File: config.mk
export PLATFORM = sky130hd
export DESIGN_NAME = lsu_dmem_port
export DESIGN_NICKNAME = d
export VERILOG_FILES = /design/src/rtl/lsu_dmem_port.sv
export SDC_FILE = /design/constraint.sdc
export NUM_CORES = 1
export LEC_CHECK = 0
export CORE_ASPECT_RATIO = 0.75
export CORE_UTILIZATION = 29
export DETAILED_ROUTE_END_ITERATION = 6
export SLEW_MARGIN = 20
export SYNTH_ARGS = -nofsm -noshare
export SYNTH_HDL_FRONTEND = slang
export SYNTH_SLANG_ARGS = --single-unit
File: constraint.sdc
create_clock -name clk -period 2.5 [get_ports clk]
set_clock_uncertainty 0.05 [all_clocks]
set_input_delay 0.375 -clock clk [delete_from_list [all_inputs] [get_ports clk]]
set_output_delay 0.375 -clock clk [all_outputs]
set_load 0.05 [all_outputs]
File: src/rtl/lsu_dmem_port.sv
// RV32I load/store port in front of a word-organised data memory; SB/SH are done as read-modify-write.
// Optional build macro LSU_MISALIGN_TRAP_EN: misaligned H/W accesses are rejected instead of force-aligned.
module lsu_dmem_port #(
    parameter int DEPTH  = 256,
    parameter int ADDR_W = $clog2(DEPTH) + 2
) (
    input  logic              clk,
    input  logic              rst,
    input  logic              req_valid,
    output logic              req_ready,
    input  logic              req_we,
    input  logic [2:0]        req_funct3,
    input  logic [31:0]       req_addr,
    input  logic [31:0]       req_wdata,
    output logic              rsp_valid,
    output logic [31:0]       rsp_rdata,
    output logic              rsp_err,
    output logic [ADDR_W-1:0] mem_rd_addr,
    input  logic [31:0]       mem_rd_dout,
    output logic [ADDR_W-1:0] mem_wr_addr,
    output logic [31:0]       mem_wr_din,
    output logic              mem_we
);
    typedef enum logic [1:0] {IDLE, ACCESS, WRITE} state_t;

    state_t            state;
    logic [ADDR_W-1:0] addr_p0;
    logic [2:0]        funct3_p0;
    logic [31:0]       wdata_p0;
    logic              we_p0;
    logic [31:0]       merge_p1;
    logic [1:0]        lane;
    logic              illegal;
    logic              err;
    logic [ADDR_W-1:0] word_addr;
    logic              unused_addr_hi;

    function automatic logic [31:0] load_extend(input logic [31:0] word, input logic [2:0] f3,
                                                input logic [1:0] ln);
        logic [31:0]        shifted;
        logic signed [7:0]  b;
        logic signed [15:0] h;
        logic signed [31:0] ext;
        shifted = word >> {ln, 3'b000};
        b = shifted[7:0];
        h = shifted[15:0];
        case (f3)
            3'b000:  ext = b;
            3'b001:  ext = h;
            3'b100:  ext = {24'h0, shifted[7:0]};
            3'b101:  ext = {16'h0, shifted[15:0]};
            default: ext = word;
        endcase
        return ext;
    endfunction

    function automatic logic [31:0] store_merge(input logic [31:0] word, input logic [31:0] wd,
                                                input logic [2:0] f3, input logic [1:0] ln);
        logic [31:0] mask;
        logic [31:0] ins;
        if (f3[0]) begin
            mask = 32'h0000_FFFF << {ln, 3'b000};
            ins  = {16'h0, wd[15:0]} << {ln, 3'b000};
        end else begin
            mask = 32'h0000_00FF << {ln, 3'b000};
            ins  = {24'h0, wd[7:0]} << {ln, 3'b000};
        end
        return (word & ~mask) | (ins & mask);
    endfunction

    // Bits above the memory span are dropped at latch time so accesses wrap.
    assign unused_addr_hi = ^req_addr[31:ADDR_W];

    assign req_ready   = (state == IDLE);
    assign word_addr   = {addr_p0[ADDR_W-1:2], 2'b00};
    assign mem_rd_addr = word_addr;
    assign mem_wr_addr = word_addr;
    assign illegal     = we_p0 ? (funct3_p0[2] || funct3_p0 == 3'b011)
                               : (funct3_p0 == 3'b011 || funct3_p0[2:1] == 2'b11);

    // Halfword lane is forced even and word lane to zero; the trap build rejects these cases anyway.
    always_comb begin
        lane = addr_p0[1:0];
        case (funct3_p0[1:0])
            2'b01:   lane[0] = 1'b0;
            2'b10:   lane    = 2'b00;
            default: lane    = addr_p0[1:0];
        endcase
    end

`ifdef LSU_MISALIGN_TRAP_EN
    logic misalign;
    assign misalign = (funct3_p0[1:0] == 2'b01 && addr_p0[0]) ||
                      (funct3_p0[1:0] == 2'b10 && addr_p0[1:0] != 2'b00);
    assign err = illegal || misalign;
`else
    assign err = illegal;
`endif

    assign mem_we     = (state == WRITE) ||
                        (state == ACCESS && we_p0 && !err && funct3_p0[1]);
    assign mem_wr_din = (state == WRITE) ? merge_p1 : wdata_p0;

    always_ff @(posedge clk or negedge rst) begin
        if (!rst) begin
            state     <= IDLE;
            addr_p0   <= '0;
            funct3_p0 <= '0;
            wdata_p0  <= '0;
            we_p0     <= 1'b0;
            merge_p1  <= '0;
            rsp_valid <= 1'b0;
            rsp_rdata <= '0;
            rsp_err   <= 1'b0;
        end else begin
            rsp_valid <= 1'b0;
            case (state)
                // p0: request latch
                IDLE: begin
                    if (req_valid) begin
                        addr_p0   <= req_addr[ADDR_W-1:0];
                        funct3_p0 <= req_funct3;
                        wdata_p0  <= req_wdata;
                        we_p0     <= req_we;
                        state     <= ACCESS;
                    end
                end
                // p1: memory read, load extract, SW commit or RMW merge
                ACCESS: begin
                    if (err || !we_p0 || funct3_p0[1]) begin
                        rsp_valid <= 1'b1;
                        rsp_err   <= err;
                        rsp_rdata <= (err || we_p0) ? 32'h0 : load_extend(mem_rd_dout, funct3_p0, lane);
                        state     <= IDLE;
                    end else begin
                        merge_p1 <= store_merge(mem_rd_dout, wdata_p0, funct3_p0, lane);
                        state    <= WRITE;
                    end
                end
                // p2: merged word written back
                WRITE: begin
                    rsp_valid <= 1'b1;
                    rsp_err   <= 1'b0;
                    rsp_rdata <= 32'h0;
                    state     <= IDLE;
                end
                default: state <= IDLE;
            endcase
        end
    end
endmodule

==> metrics.csv, run 1 <==
stage,metric,value,unit
status,status,completed,
grt,grt_max_degree,60,
final_layout,register_area,0.00285,mm2
worst_setup_path,cpMaxStageDelayCell,dfrtp_1,
floorplanning,fp.dieH,127,um
clock_network,clock-sinks,114,
final_layout,n_antenna_cell,0,
pwr,p_leak,3.95,nW
yosys,ys_warn_count,0,
clock_network,insertion_delay,420,ps
final_layout,final_common_cell,clkdlybuf4s50_1,
floorplanning,initial_core_util,0.298,
timing,post-route-min-period,2370,ps
detailed_routing,routedWlPerCell,18.4,um
grt,grt_pass1_vias,5087,
grt,grt_pass1_wl,29.7,mm
clock_network,clock-root-buffer,clkbuf_16,
worst_setup_path,path_cells,"inv_1, ha_4, clkbuf_16, mux2_2, buf_12",
clock_network,clockBufferDepth,2,
worst_setup_path,crit_fanout,16,
final_layout,stdcell_area,0.00900,mm2
detailed_routing,via_per_inst,4.87,
final_layout,syn_to_final_growth,48.3,%
pwr,peakVddDrop,0.929,mV
clock_network,htreeDepth,4,
final_layout,fillers,1951,
worst_setup_path,critPathMaxStageDelay,400,ps
floorplanning,die-area,0.0215,mm2
timing,rsz0062_at_grt,false,
detailed_routing,drt.antenna.violating_nets,0,
detailed_routing,initialDrtViolationCount,364,
pwr,p_total,14.7,mW
timing,setup_ws,130,ps
floorplanning,die_w,169,um
yosys,yosysSeqAreaShare,0.470,
detailed_routing,dr.pass1.iters,7,
timing,relSlewSlack,0.607,
pwr,power.density,1630,mW/mm2
timing,hold_viol_final,0,
yosys,synth_top_area_frac,0.470,
detailed_routing,wirelength,19.0,mm
yosys,yosys_most_used_dff,dfrtp_1,
placement,placed_area,0.00835,mm2
worst_setup_path,required,2080,ps
timing,fmax,422,MHz
placement,pre_cts_ws,144,ps
yosys,ys_types,43,
yosys,synth_seq_cells,114,
placement,port_buffers,164,
timing,setup_violations,0,
final_layout,drive_gt1_frac,0.270,
worst_setup_path,end_kind,primary output,
yosys,synthTopCellsByArea,"dfrtp_1 47%, mux2_2 16%, nand2_1 5.2%",
final_layout,fin_util,0.441,
floorplanning,num_rows,45,
yosys,yosys.area.top_type,dfrtp_1,
clock_network,clkTransAtPathRegs,60,ps
yosys,syn_area,0.00607,mm2
clock_network,cts_made_buffers,17,
worst_setup_path,cp.arrival,1950,ps
timing,tightest_slew,588,ps
final_layout,nNetsFinal,847,
grt,grt_remaining_overflow,0,
yosys,synth_edf_count,0,
placement,place.detailed.hpwl,13.9,mm
yosys,synthArstFlopShare,1.00,
detailed_routing,via_count,5021,
hold_path,hold_path.class,input port to async pin,
timing,tns,0,ps
yosys,syn_inst,581,
final_layout,multi_input_area,0.00287,mm2
final_layout,layout_common_cells,"129 x clkdlybuf4s50_1, 114 x dfrtp_1, 87 x mux2_2, 82 x nand2_1, 37 x buf_12",
worst_setup_path,path_class,flip-flop to primary output,
grt,grt_antenna_before_repair,0,
clock_network,cts_setup_buffers,0,
timing,post-route-period-util,0.948,
flow_run,maxCapViolCount,0,
floorplanning,core_area,0.0204,mm2
detailed_routing,route.detailed.drc,0,
worst_setup_path,cp-start-kind,flip-flop,
grt,track_usage,0.184,
yosys,synth.avg_cell_area,10.4,um2
clock_network,cts_tree,yes,
timing,maxSlewViolCount,0,
floorplanning,io_pins,191,
placement,routabilityCongestion,0.817,
## where the power goes
group | internal [mW] | total [mW] | switching [mW]
Combinational | 3.78 | 8.92 | 5.14
Sequential | 2.67 | 3.28 | 0.610
Clock | 1.59 | 2.45 | 0.868
Total | 8.04 | 14.7 | 6.61
## flip-flops by register name, indices dropped and copies added, names as in the netlist
| name | flops |
|---|---|
| merge_p1 | 32 |
| rsp_rdata | 32 |
| wdata_p0 | 32 |
| addr_p0 | 10 |
| funct3_p0 | 3 |
| state | 2 |
| rsp_err | 1 |
| rsp_valid | 1 |
| we_p0 | 1 |
## timing repair
item | 4_1_cts | 5_1_grt
setup endpoints to repair | 32 | 25
hold buffers | 1 | 0
cloned | 0 | 1
resized for setup | 1 | 2
hold endpoints to repair | 29 | 0
## worst paths after layout
kind,from,slack [ps],to,cells past startpoint
min in group clk,rsp_rdata[15],420,rsp_rdata[15],2
max in group asynchronous,rst,1260,merge_p1[0],3
max reg2reg,funct3_p0[0],160,rsp_rdata[13],8
min reg2reg,rsp_rdata[15],420,rsp_rdata[15],2
min,rst,420,rsp_err,2
max,state[0],130,mem_wr_din[13],5
## Yosys cell counts, types with 3 or more instances
cell / number
a211oi_1: 17
a21o_1: 16
a21oi_1: 34
a222oi_1: 7
a311oi_1: 7
and3_1: 8
buf_4: 20
buf_6: 3
clkbuf_1: 34
dfrtp_1: 114
ha_1: 7
inv_1: 12
mux2_2: 87
mux2i_1: 17
nand2_1: 84
nand2b_1: 3
nor2_1: 35
o21a_1: 3
o21ai_0: 17
o21ai_1: 7
o21ai_2: 10
o221ai_1: 8
o2bb2ai_1: 7
## metal layers
metal  vias up  part of all wire  track usage
li1       2358                 -            -
met1      2439              0.48        0.263
met2       205              0.42        0.264
met3        19             0.086       0.0582
met4         0             0.015       0.0546
met5         -                 0            0
## logic make-up after synthesis
logic type	share of synthesized area
buffers and inverters	0.0623
other	0.000618
multiplexers	0.193
adder cells (fa/ha/maj)	0.0144
AND/OR/NAND/NOR	0.0994
flip-flops	0.470
AO/OA/AOI/OAI	0.160
## through the flow
stage               std cells  hold WS, ps
finish                   1030          419
CTS                      1029          418
floorplan                 584         29.4
global route             1030          441
detailed placement        998          307
global placement          998          303
## critical path, delay by kind of cell, from the launching register on
| kind | cells | cell delay [ps] |
|---|---|---|
| mux | 1 | 380 |
| flops | 1 | 400 |
| buf+inv | 3 | 510 |
| fa+ha+maj | 1 | 240 |
## final cells by class
class / count / area share
Clock buffer: 22 / 0.0549
Tap cell: 282 / 0.0392
Inverter: 13 / 0.00542
Sequential cell: 114 / 0.317
Multi-Input combinational cell: 396 / 0.319
Timing Repair Buffer: 195 / 0.253
Clock inverter: 8 / 0.0114
No activity file was read; power rests on OpenSTA's default activity.
==> run 2: changes to the inputs <==
- clock period: 2.5 -> 2.4 ns (I/O delays scaled with it)
==> run 2 against run 1 <==
  * Sequential power up 5%
  * Sequential share of layout area down 0.36 points
  * Clock power up 13%
  * Register-to-register slack worse by 60 ps
  * Final cell count up 0.49%
  * Die area unchanged
  * Critical endpoint is now mem_wr_din[1]
  * Largest power group unchanged
==> metrics.csv, run 2 (same netlist as run 1, synthesis figures left out) <==
stage,metric,value,unit
status,status,completed,
floorplanning,num_rows,45,
detailed_routing,routedWlPerCell,18.4,um
final_layout,final_common_cell,clkdlybuf4s50_1,
flow_run,maxCapViolCount,0,
worst_setup_path,path_class,flip-flop to primary output,
pwr,clock_power_share,0.178,
timing,setup_violations,0,
floorplanning,die_w,169,um
worst_setup_path,rrSetupSlack,100,ps
pwr,intPower,8.55,mW
worst_setup_path,end_kind,primary output,
clock_network,clock-sinks,114,
pwr,p_leak,3.99,nW
timing,holdWs,363,ps
clock_network,cts_made_buffers,17,
hold_path,hold_path.class,input port to async pin,
final_layout,layout_common_cells,"129 x clkdlybuf4s50_1, 112 x dfrtp_1, 87 x mux2_2, 82 x nand2_1, 39 x buf_12",
detailed_routing,dr.pass1.iters,5,
clock_network,clockBufferDepth,2,
timing,tightest_slew,553,ps
timing,maxSlewViolCount,0,
final_layout,biggestRegsByFlops,"merge_p1: 32 flops, rsp_rdata: 32 flops, wdata_p0: 32 flops",
detailed_routing,initialDrtViolationCount,396,
final_layout,stdcell_area,0.00911,mm2
grt,grt_pass1_wl,29.3,mm
pwr,power.density,1710,mW/mm2
pwr,power_frac_seq,0.222,
detailed_routing,via_per_inst,4.87,
clock_network,insertion_delay,420,ps
detailed_routing,drt.antenna.violating_nets,0,
worst_setup_path,cp-start-kind,flip-flop,
detailed_routing,wirelength,19.1,mm
detailed_routing,route.detailed.drc,0,
floorplanning,io_pins,191,
timing,hold_viol_final,0,
timing,relSlewSlack,0.630,
floorplanning,core_area,0.0204,mm2
timing,post-route-period-util,0.976,
placement,port_buffers,164,
grt,grt_remaining_overflow,0,
placement,placed_area,0.00838,mm2
pwr,pwr-share-comb,0.600,
worst_setup_path,r2r_cells,8,
timing,tns,0,ps
worst_setup_path,cp.arrival,1930,ps
timing,post-route-min-period,2340,ps
floorplanning,die-area,0.0215,mm2
placement,routabilityCongestion,0.872,
final_layout,drive_gt1_frac,0.284,
worst_setup_path,startpoint,state[0],
clock_network,cts_tree,yes,
worst_setup_path,crit_path_end,mem_wr_din[1],
clock_network,htreeDepth,4,
worst_setup_path,required,1990,ps
clock_network,clock-root-buffer,clkbuf_16,
grt,grt_antenna_before_repair,0,
grt,grt_max_degree,72,
final_layout,syn_to_final_growth,50.1,%
worst_setup_path,r2r-start,funct3_p0[0],
pwr,switching_power,7.02,mW
clock_network,clkTransAtPathRegs,60,ps
final_layout,fin_util,0.447,
detailed_routing,via_count,5040,
floorplanning,initial_core_util,0.298,
pwr,p_total,15.6,mW
floorplanning,fp.dieH,127,um
final_layout,n_antenna_cell,0,
final_layout,fillers,1947,
final_layout,nNetsFinal,850,
pwr,peakVddDrop,0.820,mV
placement,place.detailed.hpwl,13.9,mm
grt,grt_pass1_vias,4938,
timing,fmax,427,MHz
pwr,switching_share,0.451,
worst_setup_path,crit_fanout,16,
grt,track_usage,0.183,
worst_setup_path,reg2reg_to,rsp_rdata[15],
[run 2: cell count changes in the layout (fill, tap and decap cells not counted), sizes merged]
cell,before,now
buf,63,68
bufinv,2,4
clkbuf,23,18
clkinv,5,7
clkinvlp,2,1
dlymetal6s2s,1,0
inv,12,15
[run 2: power groups by stage]
stage / registers (mW) / logic, mW / clock network, mW
after CTS: 3.45 / 9.32 / 2.83
after detailed placement: 3.48 / 9.24 / 0
final: 3.46 / 9.34 / 2.77
after floorplan: 3.72 / 5.59 / 0
after global placement: 3.46 / 9.17 / 0
after global routing: 3.58 / 9.92 / 2.93
[run 2: cell type report]
cell class	count	area [um2]	share of cell area
clock buffers	18	439	0.0482
clock inverters	14	203	0.0223
inverters	13	48.8	0.00536
multi-input cells	396	2890	0.317
flip-flops and latches	114	2860	0.314
well taps	282	353	0.0387
repair buffers	198	2320	0.255
[run 2: worst min path at each step]
stage / slack [ps] / startpoint / endpoint
after floorplan: 10 / rst / addr_p0[0]
after global placement: 260 / rst / rsp_err
after detailed placement: 260 / rst / rsp_err
after CTS: 370 / rst / rsp_rdata[24]
after global routing: 400 / rst / rsp_rdata[19]
final: 360 / rst / rsp_rdata[24]
[run 2: critical path, stage by stage (launching register included)]
cell     delay [ps]
dfrtp_1         400
inv_1           130
ha_4            230
buf_12          180
mux2_2          400
buf_12          160
[run 2: layer usage]
metal	routed length (um)	up-vias	GRT usage
met5	0	-	0
met4	148	0	0.0525
li1	-	2374	-
met2	8110	217	0.267
met3	1510	12	0.0536
met1	9310	2437	0.263
[run 2: timing repair]
action | 4_1_cts | 5_1_grt
hold buffers | 1 | 0
endpoints found under the setup margin | 32 | 23
pin swaps | 1 | 0
cloned | 1 | 0
resized for setup | 3 | 3
buffers inserted | 1 | 2
hold endpoints to repair | 25 | 0
[run 2: metrics by stage]
step | instances | setup slack, ps
2_1_floorplan | 584 | 20.6
3_3_place_gp | 998 | 90.8
3_5_place_dp | 998 | 85.9
4_1_cts | 1033 | 47.3
5_1_grt | 1035 | -70.1
6_report | 1035 | 58.6
==> run 3: changes to the inputs <==
- SKIP_CTS_REPAIR_TIMING: unset -> 1
==> run 3 against run 2 <==
  * Clock power about the same
  * Core utilization about the same
  * Total power about the same
  * Sequential cell count unchanged
==> metrics.csv, run 3 (same netlist as run 1, synthesis figures left out) <==
stage,metric,value,unit
grt,track_usage,0.181,
status,status,completed,
final_layout,stdcell_area,0.00910,mm2
timing,relSlewSlack,0.634,
floorplanning,num_rows,45,
final_layout,nNetsFinal,850,
placement,pre_cts_ws,85.9,ps
final_layout,multi_input_area,0.00289,mm2
pwr,p_leak,3.98,nW
worst_setup_path,cp.arrival,1920,ps
detailed_routing,routedWlPerCell,18.5,um
clock_network,htreeDepth,4,
detailed_routing,drt.antenna.violating_nets,0,
flow_run,maxCapViolCount,0,
floorplanning,die_w,169,um
floorplanning,initial_core_util,0.298,
worst_setup_path,r2r-start,funct3_p0[0],
final_layout,layout_common_cells,"129 x clkdlybuf4s50_1, 112 x dfrtp_1, 87 x mux2_2, 82 x nand2_1, 39 x buf_12",
timing,tightest_slew,547,ps
timing,setup_violations,0,
pwr,peakVddDrop,0.820,mV
final_layout,biggestRegsByFlops,"merge_p1: 32 flops, rsp_rdata: 32 flops, wdata_p0: 32 flops",
timing,hold_viol_final,0,
worst_setup_path,cp-start-kind,flip-flop,
pwr,power.density,1710,mW/mm2
detailed_routing,dr.pass1.iters,5,
detailed_routing,wirelength,19.1,mm
worst_setup_path,startpoint,state[0],
floorplanning,io_pins,191,
timing,setup_ws,67.1,ps
timing,post-route-period-util,0.972,
clock_network,clock-root-buffer,clkbuf_16,
floorplanning,fp.dieH,127,um
clock_network,clkTransAtPathRegs,60,ps
final_layout,register_area,0.00286,mm2
grt,grt_max_degree,72,
worst_setup_path,path_class,flip-flop to primary output,
placement,placed_area,0.00838,mm2
detailed_routing,initialDrtViolationCount,389,
final_layout,syn_to_final_growth,50.1,%
detailed_routing,via_per_inst,4.87,
floorplanning,die-area,0.0215,mm2
final_layout,fillers,1944,
hold_path,hold_path.class,input port to async pin,
timing,maxSlewViolCount,0,
detailed_routing,route.detailed.drc,0,
clock_network,clock-sinks,114,
timing,post-route-min-period,2330,ps
timing,tns,0,ps
final_layout,drive_gt1_frac,0.284,
grt,grt_pass1_vias,4878,
placement,place.detailed.hpwl,13.9,mm
detailed_routing,via_count,5045,
placement,routabilityCongestion,0.872,
final_layout,final_common_cell,clkdlybuf4s50_1,
clock_network,clockBufferDepth,2,
grt,grt_remaining_overflow,0,
worst_setup_path,end_kind,primary output,
final_layout,n_antenna_cell,0,
worst_setup_path,required,1990,ps
clock_network,cts_tree,yes,
clock_network,insertion_delay,430,ps
floorplanning,core_area,0.0204,mm2
worst_setup_path,crit_fanout,16,
clock_network,cts_made_buffers,17,
placement,port_buffers,164,
grt,grt_pass1_wl,29.1,mm
timing,fmax,429,MHz
grt,grt_antenna_before_repair,0,
[run 3: cell count changes in the layout (fill, tap and decap cells not counted)]
cell	before	now
buf_16	1	0
clkbuf_16	17	18
[run 3: metrics by stage]
stage	power, mW	hold slack [ps]	instances	util
2_1_floorplan	9.31	14.4	584	-
3_3_place_gp	12.6	261	998	0.411
3_5_place_dp	12.7	262	998	0.411
4_1_cts	15.6	-189	1030	0.443
5_1_grt	16.4	402	1035	0.447
6_report	15.6	362	1035	0.447
[run 3: routing by layer]
metal  part of all wire  routed length [um]  vias to the layer above  GRT usage
met5                  0                   0                        -          0
met4              0.012                 234                        0     0.0525
met3              0.083                1580                       19     0.0536
met2               0.42                8030                      218      0.261
met1               0.49                9300                     2435      0.262
li1                   -                   -                     2373          -
[run 3: where the power goes]
group          switching, mW  total, mW  internal (mW)
Combinational           5.36       9.34           3.98
Clock                  0.992       2.77           1.78
Sequential             0.686       3.47           2.78
Total                   7.03       15.6           8.55
[run 3: worst max-delay path, cell delays in order, from the launching register on]
cell and delay (ps):
dfrtp_1 400, inv_1 130, ha_4 210, buf_12 180, mux2_2 400, buf_12 160
[run 3: worst paths after layout]
check / endpoint / slack [ps] / depth (start not counted)
setup / recovery: mem_wr_din[1] / 70 / 5
hold / removal: rsp_rdata[24] / 360 / 2
setup reg to reg: rsp_rdata[15] / 110 / 8
hold reg to reg: rsp_rdata[15] / 420 / 2
max in group asynchronous: merge_p1[6] / 1210 / 3
min in group clk: rsp_rdata[15] / 420 / 2
[run 3: layout make-up]
| class | count | share of cell area |
|---|---|---|
| tap | 282 | 0.0388 |
| inverter | 13 | 0.00536 |
| clock inverter | 14 | 0.0223 |
| timing repair buffer | 198 | 0.255 |
| clock buffer | 18 | 0.0482 |
| multi-input combinational | 396 | 0.317 |
| sequential | 114 | 0.314 |
